### src/rtl/regfile_pkg.sv
// regfile_pkg: register file geometry and the write-back entry type shared by the queue.
package regfile_pkg;
  localparam int REG_ADDR_W = 4;
  localparam int REG_DATA_W = 16;
  localparam int NUM_REGS = 16;
  typedef struct packed {
    logic [REG_ADDR_W-1:0] dst;
    logic [REG_DATA_W-1:0] data;
  } wb_entry_t;
endpackage

### src/rtl/wb_match.sv
// wb_match: youngest-match search over occupied queue entries for pending-write bypass.
module wb_match
  import regfile_pkg::*;
#(
  parameter int DEPTH = 4
) (
  input  wb_entry_t              ents [DEPTH],
  input  logic [$clog2(DEPTH)-1:0] head,
  input  logic [3:0]             count,
  input  logic [REG_ADDR_W-1:0]  q_src,
  output logic                   hit,
  output logic [REG_DATA_W-1:0]  hit_data
);
  localparam int PW = $clog2(DEPTH);
  logic [PW-1:0] idx;
  // Walk oldest to youngest so the last match seen is the youngest.
  always_comb begin
    hit = 1'b0;
    hit_data = '0;
    idx = head;
    for (int i = 0; i < DEPTH; i++) begin
      idx = head + PW'(i);
      if (4'(i) < count && ents[idx].dst == q_src) begin
        hit = 1'b1;
        hit_data = ents[idx].data;
      end
    end
  end
endmodule

### src/rtl/wb_queue.sv
// wb_queue: in-order register write-back buffer with drain-on-free-port and pending-write bypass.
module wb_queue
  import regfile_pkg::*;
#(
  parameter int DEPTH = 4
) (
  input  logic                  clk,
  input  logic                  rst,
  input  logic                  in_valid,
  output logic                  in_ready,
  input  logic [REG_ADDR_W-1:0] in_dst,
  input  logic [REG_DATA_W-1:0] in_data,
  input  logic                  hold,
  output logic [REG_ADDR_W-1:0] dst,
  output logic [REG_DATA_W-1:0] WD,
  output logic                  WE,
  input  logic [REG_ADDR_W-1:0] q_src,
  output logic                  hit,
  output logic [REG_DATA_W-1:0] hit_data,
  output logic [3:0]            count
);
  localparam int PW = $clog2(DEPTH);
  wb_entry_t mem [DEPTH];
  logic [PW-1:0] head, tail;
  logic empty, push;
  always_comb begin
    empty = count == 4'd0;
    WE = !empty && !hold;
    in_ready = count < 4'(DEPTH) || !hold;
    push = in_valid && in_ready;
    dst = empty ? '0 : mem[head].dst;
    WD = empty ? '0 : mem[head].data;
  end
  always_ff @(posedge clk or posedge rst)
    if (rst) begin
      head <= '0;
      tail <= '0;
      count <= '0;
    end else begin
      if (push) tail <= tail + 1'b1;
      if (WE) head <= head + 1'b1;
      count <= count + 4'(push) - 4'(WE);
    end
  // Storage needs no reset: occupancy alone decides what is visible.
  always_ff @(posedge clk)
    if (push) mem[tail] <= '{dst: in_dst, data: in_data};
  wb_match #(.DEPTH(DEPTH)) u_match (
    .ents(mem),
    .head(head),
    .count(count),
    .q_src(q_src),
    .hit(hit),
    .hit_data(hit_data)
  );
endmodule

### config.mk
export PLATFORM = sky130hd
export DESIGN_NAME = wb_queue
export DESIGN_NICKNAME = d
export VERILOG_FILES = /design/src/rtl/regfile_pkg.sv /design/src/rtl/wb_match.sv /design/src/rtl/wb_queue.sv
export SDC_FILE = /design/constraint.sdc
export NUM_CORES = 1
export LEC_CHECK = 0
export CAP_MARGIN = 40
export CORE_MARGIN = 2
export CORE_UTILIZATION = 62
export CTS_BUF_LIST = sky130_fd_sc_hd__clkbuf_8
export CTS_CLUSTER_SIZE = 40
export DETAILED_ROUTE_END_ITERATION = 16
export PLACE_DENSITY = 0.88
export SLEW_MARGIN = 25
export SYNTH_ARGS = -nofsm -noshare
export SYNTH_HDL_FRONTEND = slang
export SYNTH_SLANG_ARGS = --single-unit
### constraint.sdc
create_clock -name clk -period 8.8 [get_ports clk]
set_input_delay 1.76 -clock clk [delete_from_list [all_inputs] [get_ports clk]]
set_output_delay 1.76 -clock clk [all_outputs]
set_load 0.01 [all_outputs]
==> results of run 1 <==
## final cells by class
class / count / area (sq um) / area share
clock buffer: 11 / 151 / 0.0234
clock inverter: 5 / 78.8 / 0.0122
inverter: 9 / 33.8 / 0.00522
multi-input combinational: 323 / 2670 / 0.412
sequential: 88 / 2610 / 0.403
tap: 108 / 135 / 0.0209
timing repair buffer: 78 / 801 / 0.124
## logic make-up after synthesis
group,share of synthesized area
AOI/OAI and AO/OA,0.115
xor gates and xnor gates,0.0321
adders and majority gates,0.0266
buffers and inverters,0.0373
DFF,0.476
muxes,0.224
and+or+nand+nor,0.0884
## layer usage
layer,track usage,part of all wire
met2,0.447,0.53
met5,0,0
met4,0.0748,0.014
met3,0.0365,0.058
met1,0.305,0.40
## per-stage QoR
| step | cell area [sq um] | setup WS, ns | cells |
|---|---|---|---|
| final | 6480 | 2.42 | 622 |
| after global routing | 6480 | 2.32 | 622 |
| after CTS | 6480 | 2.45 | 622 |
| after detailed placement | 6250 | 2.44 | 606 |
| after global placement | 6160 | 1.97 | 600 |
| after floorplan | 5470 | 3.98 | 451 |
## path summary, 6_finish.rpt
kind / slack (ns) / from / endpoint
max in group asynchronous: 6.89 / rst / head[0]$_DFFE_PP0P_
hold / removal: 0.61 / count[0]$_DFF_PP0_ / count[0]$_DFF_PP0_
setup reg to reg: 6.18 / count[2]$_DFF_PP0_ / count[2]$_DFF_PP0_
min in group asynchronous: 1.64 / rst / tail[1]$_DFFE_PP0P_
hold reg to reg: 0.61 / count[0]$_DFF_PP0_ / count[0]$_DFF_PP0_
setup / recovery: 2.42 / q_src[3] / hit_data[1]
## cell usage in the layout, fill, tap and decap left out, types with 2 or more instances in the layout
master	netlist	routed
o21ai_0	18	18
clkbuf_8	0	11
mux2i_1	34	34
o211ai_1	15	15
mux2_2	46	46
buf_4	0	3
clkdlybuf4s50_1	0	70
edfxtp_1	80	80
buf_12	0	2
a21oi_1	32	32
bufinv_16	0	2
nor2b_1	6	6
and3_2	0	4
dfrtp_1	8	6
o221ai_2	10	10
nor2_1	51	50
mux4_1	2	2
ha_1	10	10
nand2b_1	2	2
buf_6	6	2
o221ai_1	5	5
inv_1	9	10
a211oi_1	3	3
mux4_2	14	14
xor2_1	12	12
dfrtp_4	0	2
nand2_1	38	38
xnor2_1	8	8
## state kept, by name, summed over array words and instances, names as in the netlist
signal	flops
mem	80
tail	2
head	2
count	4
## power by group through the flow
stage	sequential [mW]	combinational, mW	clock (mW)
after floorplan	0.579	0.979	0
after global placement	0.671	1.28	0
after detailed placement	0.643	1.39	0
after CTS	0.634	1.40	0.313
after global routing	0.647	1.51	0.331
final	0.634	1.40	0.311
==> impl_metrics.csv, run 1 <==
group,metric,value,unit
power,powerDensity,362,nW/um^2
timing,period_share,0.725,
synth,yosysSeqAreaShare,0.476,
worst_setup_path,required,7.04,ns
worst_setup_path,crit_buf_inv,4,
timing,timing.setup.tns,0,ns
power,comb_power_share,0.597,
drt,drt_iter0_drc,270,
power,p_sw_frac,0.396,
synth,synth_most_common_cell,"edfxtp_1",
drt,vias,3864,
worst_setup_path,critical-path-max-stage-delay,0.60,ns
worst_setup_path,crit_path_end_kind,"primary output",
synth,ys_top_cells_by_count,"80 x edfxtp_1, 51 x nor2_1, 46 x mux2_2, 38 x nand2_1, 34 x mux2i_1",
timing,max_freq,157,MHz
worst_setup_path,crit_family,"buffers and inverters",
clock_network,clock-sinks,88,
status,status,"finished, final reports clean",
synth,yosys_warnings,0,
placement,dp_hpwl,8.01,mm
clock_network,cts_tree,"yes",
clock_network,cts_made_buffers,9,
layout,nFillCells,565,
timing,holdWs,0.608,ns
timing,rsz0062_at_grt,"false",
worst_setup_path,critical_path_depth,9,
worst_setup_path,path_cells,"clkdlybuf4s50_1, xnor2_1, nand3_1, nor3_4, buf_8, o21ai_2, buf_6, o221ai_1, clkdlybuf4s50_1",
worst_setup_path,worstSetupPathType,"in2out",
power,power_frac_seq,0.270,
power,finalPower,2.35,mW
synth,synth_seq_cells,88,
timing,hold_viol_final,0,
power,p_sw,929,uW
synth,synthArstFlopShare,0.0909,
clock_network,cts-hold-fix-buffers,0,
min_path,hold_class,"reg2reg",
global_route,grt_max_degree,77,
clock_network,h-tree-depth,3,
power,p_int,1.42,mW
worst_setup_path,reg2reg_depth,11,
global_route,grt_pass1_vias,3864,
drt,first_pass_iters,5,
clock_network,cts_resized,0,
layout,utilization,0.750,
layout,antenna-diode-count,0,
drt,totalWireLength,11.8,mm
global_route,grt_use_total,0.246,
floorplanning,dieArea,9580,sq um
floorplanning,core,8640,sq um
drt,antenna_left,0,
synth,synthTopCellsByArea,"edfxtp_1 44%, mux2_2 9.5%, mux2i_1 6.2%",
power,pwr-share-clk,0.133,
synth,synth_area_per_cell,12.1,sq um
synth,yosysTopAreaCell,"edfxtp_1",
synth,synth_top_area_share,0.440,
floorplanning,die_w,97.9,um
power,leakagePower,2.33,nW
timing,slew_violations,0,
clock_network,clkTransAtPathRegs,0.09,ns
synth,synth_area,5470,sq um
run,max-cap-violations,0,
worst_setup_path,crit_fanout,10,
synth,netlist_instances,451,
power,vdd_drop_max,0.220,mV
synth,synth_edf_count,80,
synth,synth_ff_type,"edfxtp_1",
worst_setup_path,arrival,4.62,ns
floorplanning,num_rows,34,
layout,drive_above_1_share,0.206,
drt,drc,0,
synth,synth_cell_types,38,
clock_network,clock_path_buffers,2,
worst_setup_path,start_kind,"input port",
clock_network,postCtsSetupBuffers,0,
timing,setup_violations,0,
floorplanning,io_pins,71,
placement,gp_routability_congestion,0.845,
layout,area_delta_synth_final,18.5,%
clock_network,clockRootBuffer,"clkbuf_8",
floorplanning,start_util,0.633,
placement,io_buffers,70,
global_route,antenna_found_initial,0,
worst_setup_path,critPathSlowestCell,"clkdlybuf4s50_1",
timing,slew_headroom,0.581,
global_route,grt_pass1_wl,18.6,mm
worst_setup_path,crit_path_frequent_cell,"clkdlybuf4s50_1",
timing,min_period,6.38,ns
timing,finClkSkew,0.0178,ns
global_route,grt_overflow,0,
layout,finalNetCount,548,
synth,synth_nets,490,
min_path,whs_path_depth,1,
timing,tightest_slew,0.629,ns
drt,routedWlPerCell,18.9,um
floorplanning,die_y,97.9,um
clock_network,clkLatencyLatePin,0.35,ns
drt,viasPerCell,6.21,
Note: power is estimated with default switching activity, not from simulation.
==> run 2, diff against run 1 <==
--- a/config.mk
+++ b/config.mk
@@ -7,11 +7,11 @@
 export LEC_CHECK = 0
 export CAP_MARGIN = 40
 export CORE_MARGIN = 2
-export CORE_UTILIZATION = 62
+export CORE_UTILIZATION = 58
 export CTS_BUF_LIST = sky130_fd_sc_hd__clkbuf_8
 export CTS_CLUSTER_SIZE = 40
 export DETAILED_ROUTE_END_ITERATION = 16
-export PLACE_DENSITY = 0.88
+export PLACE_DENSITY = 0.83
 export SLEW_MARGIN = 25
 export SYNTH_ARGS = -nofsm -noshare
 export SYNTH_HDL_FRONTEND = slang
==> constraint.sdc (replaced) <==
create_clock -name clk -period 6.3 [get_ports clk]
set_input_delay 1.26 -clock clk [delete_from_list [all_inputs] [get_ports clk]]
set_output_delay 1.26 -clock clk [all_outputs]
set_load 0.01 [all_outputs]
==> run 2 against run 1 <==
Compared with the run above: via count is 2.0% lower; critical endpoint is now hit_data[14]; global-route usage is 1.4 points lower; first-iteration DRC count is 3.7% lower; sequential share of layout area is 0.28 points higher; routed wire length is 3.7% lower; total power is 37% higher; critical path type unchanged; worst hold slack hardly changed; final cell count is 0.32% higher; non-clock buffer count is 1 lower; clock skew is 0.0012 ns lower.
==> impl_metrics.csv, run 2 (synthesis gave the netlist of run 1 again) <==
group,metric,value,unit
worst_setup_path,crit_fanout,18,
drt,routedWlPerCell,18.2,um
clock_network,cts_made_buffers,9,
worst_setup_path,arrival,4.16,ns
worst_setup_path,path_cells,"clkdlybuf4s50_1, nor2b_1, mux2i_1, nor4_4, buf_4, nand3b_2, a21oi_1, a221oi_2, clkdlybuf4s50_1",
layout,antenna-diode-count,0,
layout,nFillCells,641,
clock_network,h-tree-depth,3,
worst_setup_path,critPathSlowestCell,"clkdlybuf4s50_1",
global_route,grt_pass1_wl,18.0,mm
status,status,"finished, final reports clean",
layout,top_register,"mem",
drt,vias,3787,
clock_network,clock_path_buffers,2,
worst_setup_path,crit_path_end_kind,"primary output",
layout,top_regs,"mem x80, count x4",
worst_setup_path,start_kind,"input port",
clock_network,clkLatencyLatePin,0.35,ns
clock_network,postCtsSetupBuffers,0,
drt,viasPerCell,6.07,
timing,min_period,5.42,ns
timing,tightest_slew,0.830,ns
placement,gp_routability_congestion,0.828,
timing,hold_viol_final,0,
floorplanning,core,9200,sq um
layout,mostFrequentLayoutCells,"80 x edfxtp_1, 70 x clkdlybuf4s50_1, 50 x nor2_1",
floorplanning,die_w,101,um
drt,antenna_left,0,
drt,drc,0,
timing,slew_headroom,0.446,
clock_network,cts_resized,0,
timing,setup_ws,0.879,ns
global_route,grt_pass1_vias,3782,
layout,final_common_cell,"edfxtp_1",
floorplanning,start_util,0.594,
power,powerDensity,501,nW/um^2
worst_setup_path,crit_path_frequent_cell,"clkdlybuf4s50_1",
layout,multi_input_area,2670,sq um
layout,finalNetCount,547,
global_route,antenna_found_initial,0,
clock_network,cts-hold-fix-buffers,0,
layout,area_delta_synth_final,17.7,%
worst_setup_path,crit_family,"buffers and inverters",
min_path,hold_class,"reg2reg",
clock_network,clockRootBuffer,"clkbuf_8",
timing,max_freq,184,MHz
drt,drt_iter0_drc,260,
floorplanning,io_pins,71,
run,max-cap-violations,0,
worst_setup_path,required,5.04,ns
worst_setup_path,crit_buf_inv,3,
worst_setup_path,worstSetupPathType,"in2out",
layout,drive_above_1_share,0.203,
placement,dp_hpwl,7.66,mm
layout,largest_reg_flops,80,
timing,finClkSkew,0.0166,ns
clock_network,clock-sinks,88,
worst_setup_path,critical-path-max-stage-delay,0.59,ns
timing,holdWs,0.608,ns
clock_network,clkTransAtPathRegs,0.09,ns
drt,totalWireLength,11.3,mm
global_route,grt_use_total,0.232,
timing,rsz0062_at_grt,"false",
timing,slew_violations,0,
global_route,grt_overflow,0,
drt,first_pass_iters,5,
clock_network,cts_tree,"yes",
layout,seq_area,2610,sq um
placement,io_buffers,70,
power,vdd_drop_max,0.278,mV
floorplanning,num_rows,35,
global_route,grt_max_degree,67,
floorplanning,die_y,101,um
timing,period_share,0.860,
timing,setup_violations,0,
timing,timing.setup.tns,0,ns
floorplanning,dieArea,10200,sq um
power,leakagePower,2.31,nW
placement,post-place-ws,0.921,ns
==> run 2: per-layer routing <==
metal / GRT usage / vias up / routed length [um]
li1: - / 1816 / -
met1: 0.299 / 1838 / 4900
met2: 0.381 / 111 / 5750
met3: 0.0465 / 22 / 473
met4: 0.103 / 0 / 218
met5: 0 / - / 0
==> run 2: path summary, 6_finish.rpt <==
check | from | to | slack (ns) | cells past startpoint
min in group asynchronous | rst | tail[0]$_DFFE_PP0P_ | 1.14 | 2
min reg2reg | count[0]$_DFF_PP0_ | count[0]$_DFF_PP0_ | 0.61 | 1
max in group asynchronous | rst | head[0]$_DFFE_PP0P_ | 4.88 | 2
min | count[0]$_DFF_PP0_ | count[0]$_DFF_PP0_ | 0.61 | 1
max reg2reg | count[2]$_DFF_PP0_ | count[2]$_DFF_PP0_ | 3.66 | 11
max | q_src[3] | hit_data[14] | 0.88 | 9
==> run 2: layout make-up <==
type / instances / area share
Clock buffer: 9 / 0.0193
Clock inverter: 7 / 0.0138
Inverter: 9 / 0.00525
Multi-Input combinational cell: 323 / 0.415
Sequential cell: 88 / 0.406
Tap cell: 111 / 0.0216
Timing Repair Buffer: 77 / 0.120
==> run 2: power by group <==
part	switching (mW)	internal, mW	total, mW
clock	0.192	0.221	0.414
combinational	0.982	0.968	1.95
sequential	0.104	0.754	0.858
total	1.28	1.94	3.22
==> run 2: per-stage QoR <==
step                power [mW]   util  instance area (sq um)  std cells
floorplan                 2.18      -                   5470        451
global placement          2.74  0.672                   6180        606
detailed placement        2.81  0.676                   6220        608
CTS                       3.23  0.699                   6430        624
global route              3.44  0.699                   6430        624
finish                    3.22  0.699                   6430        624
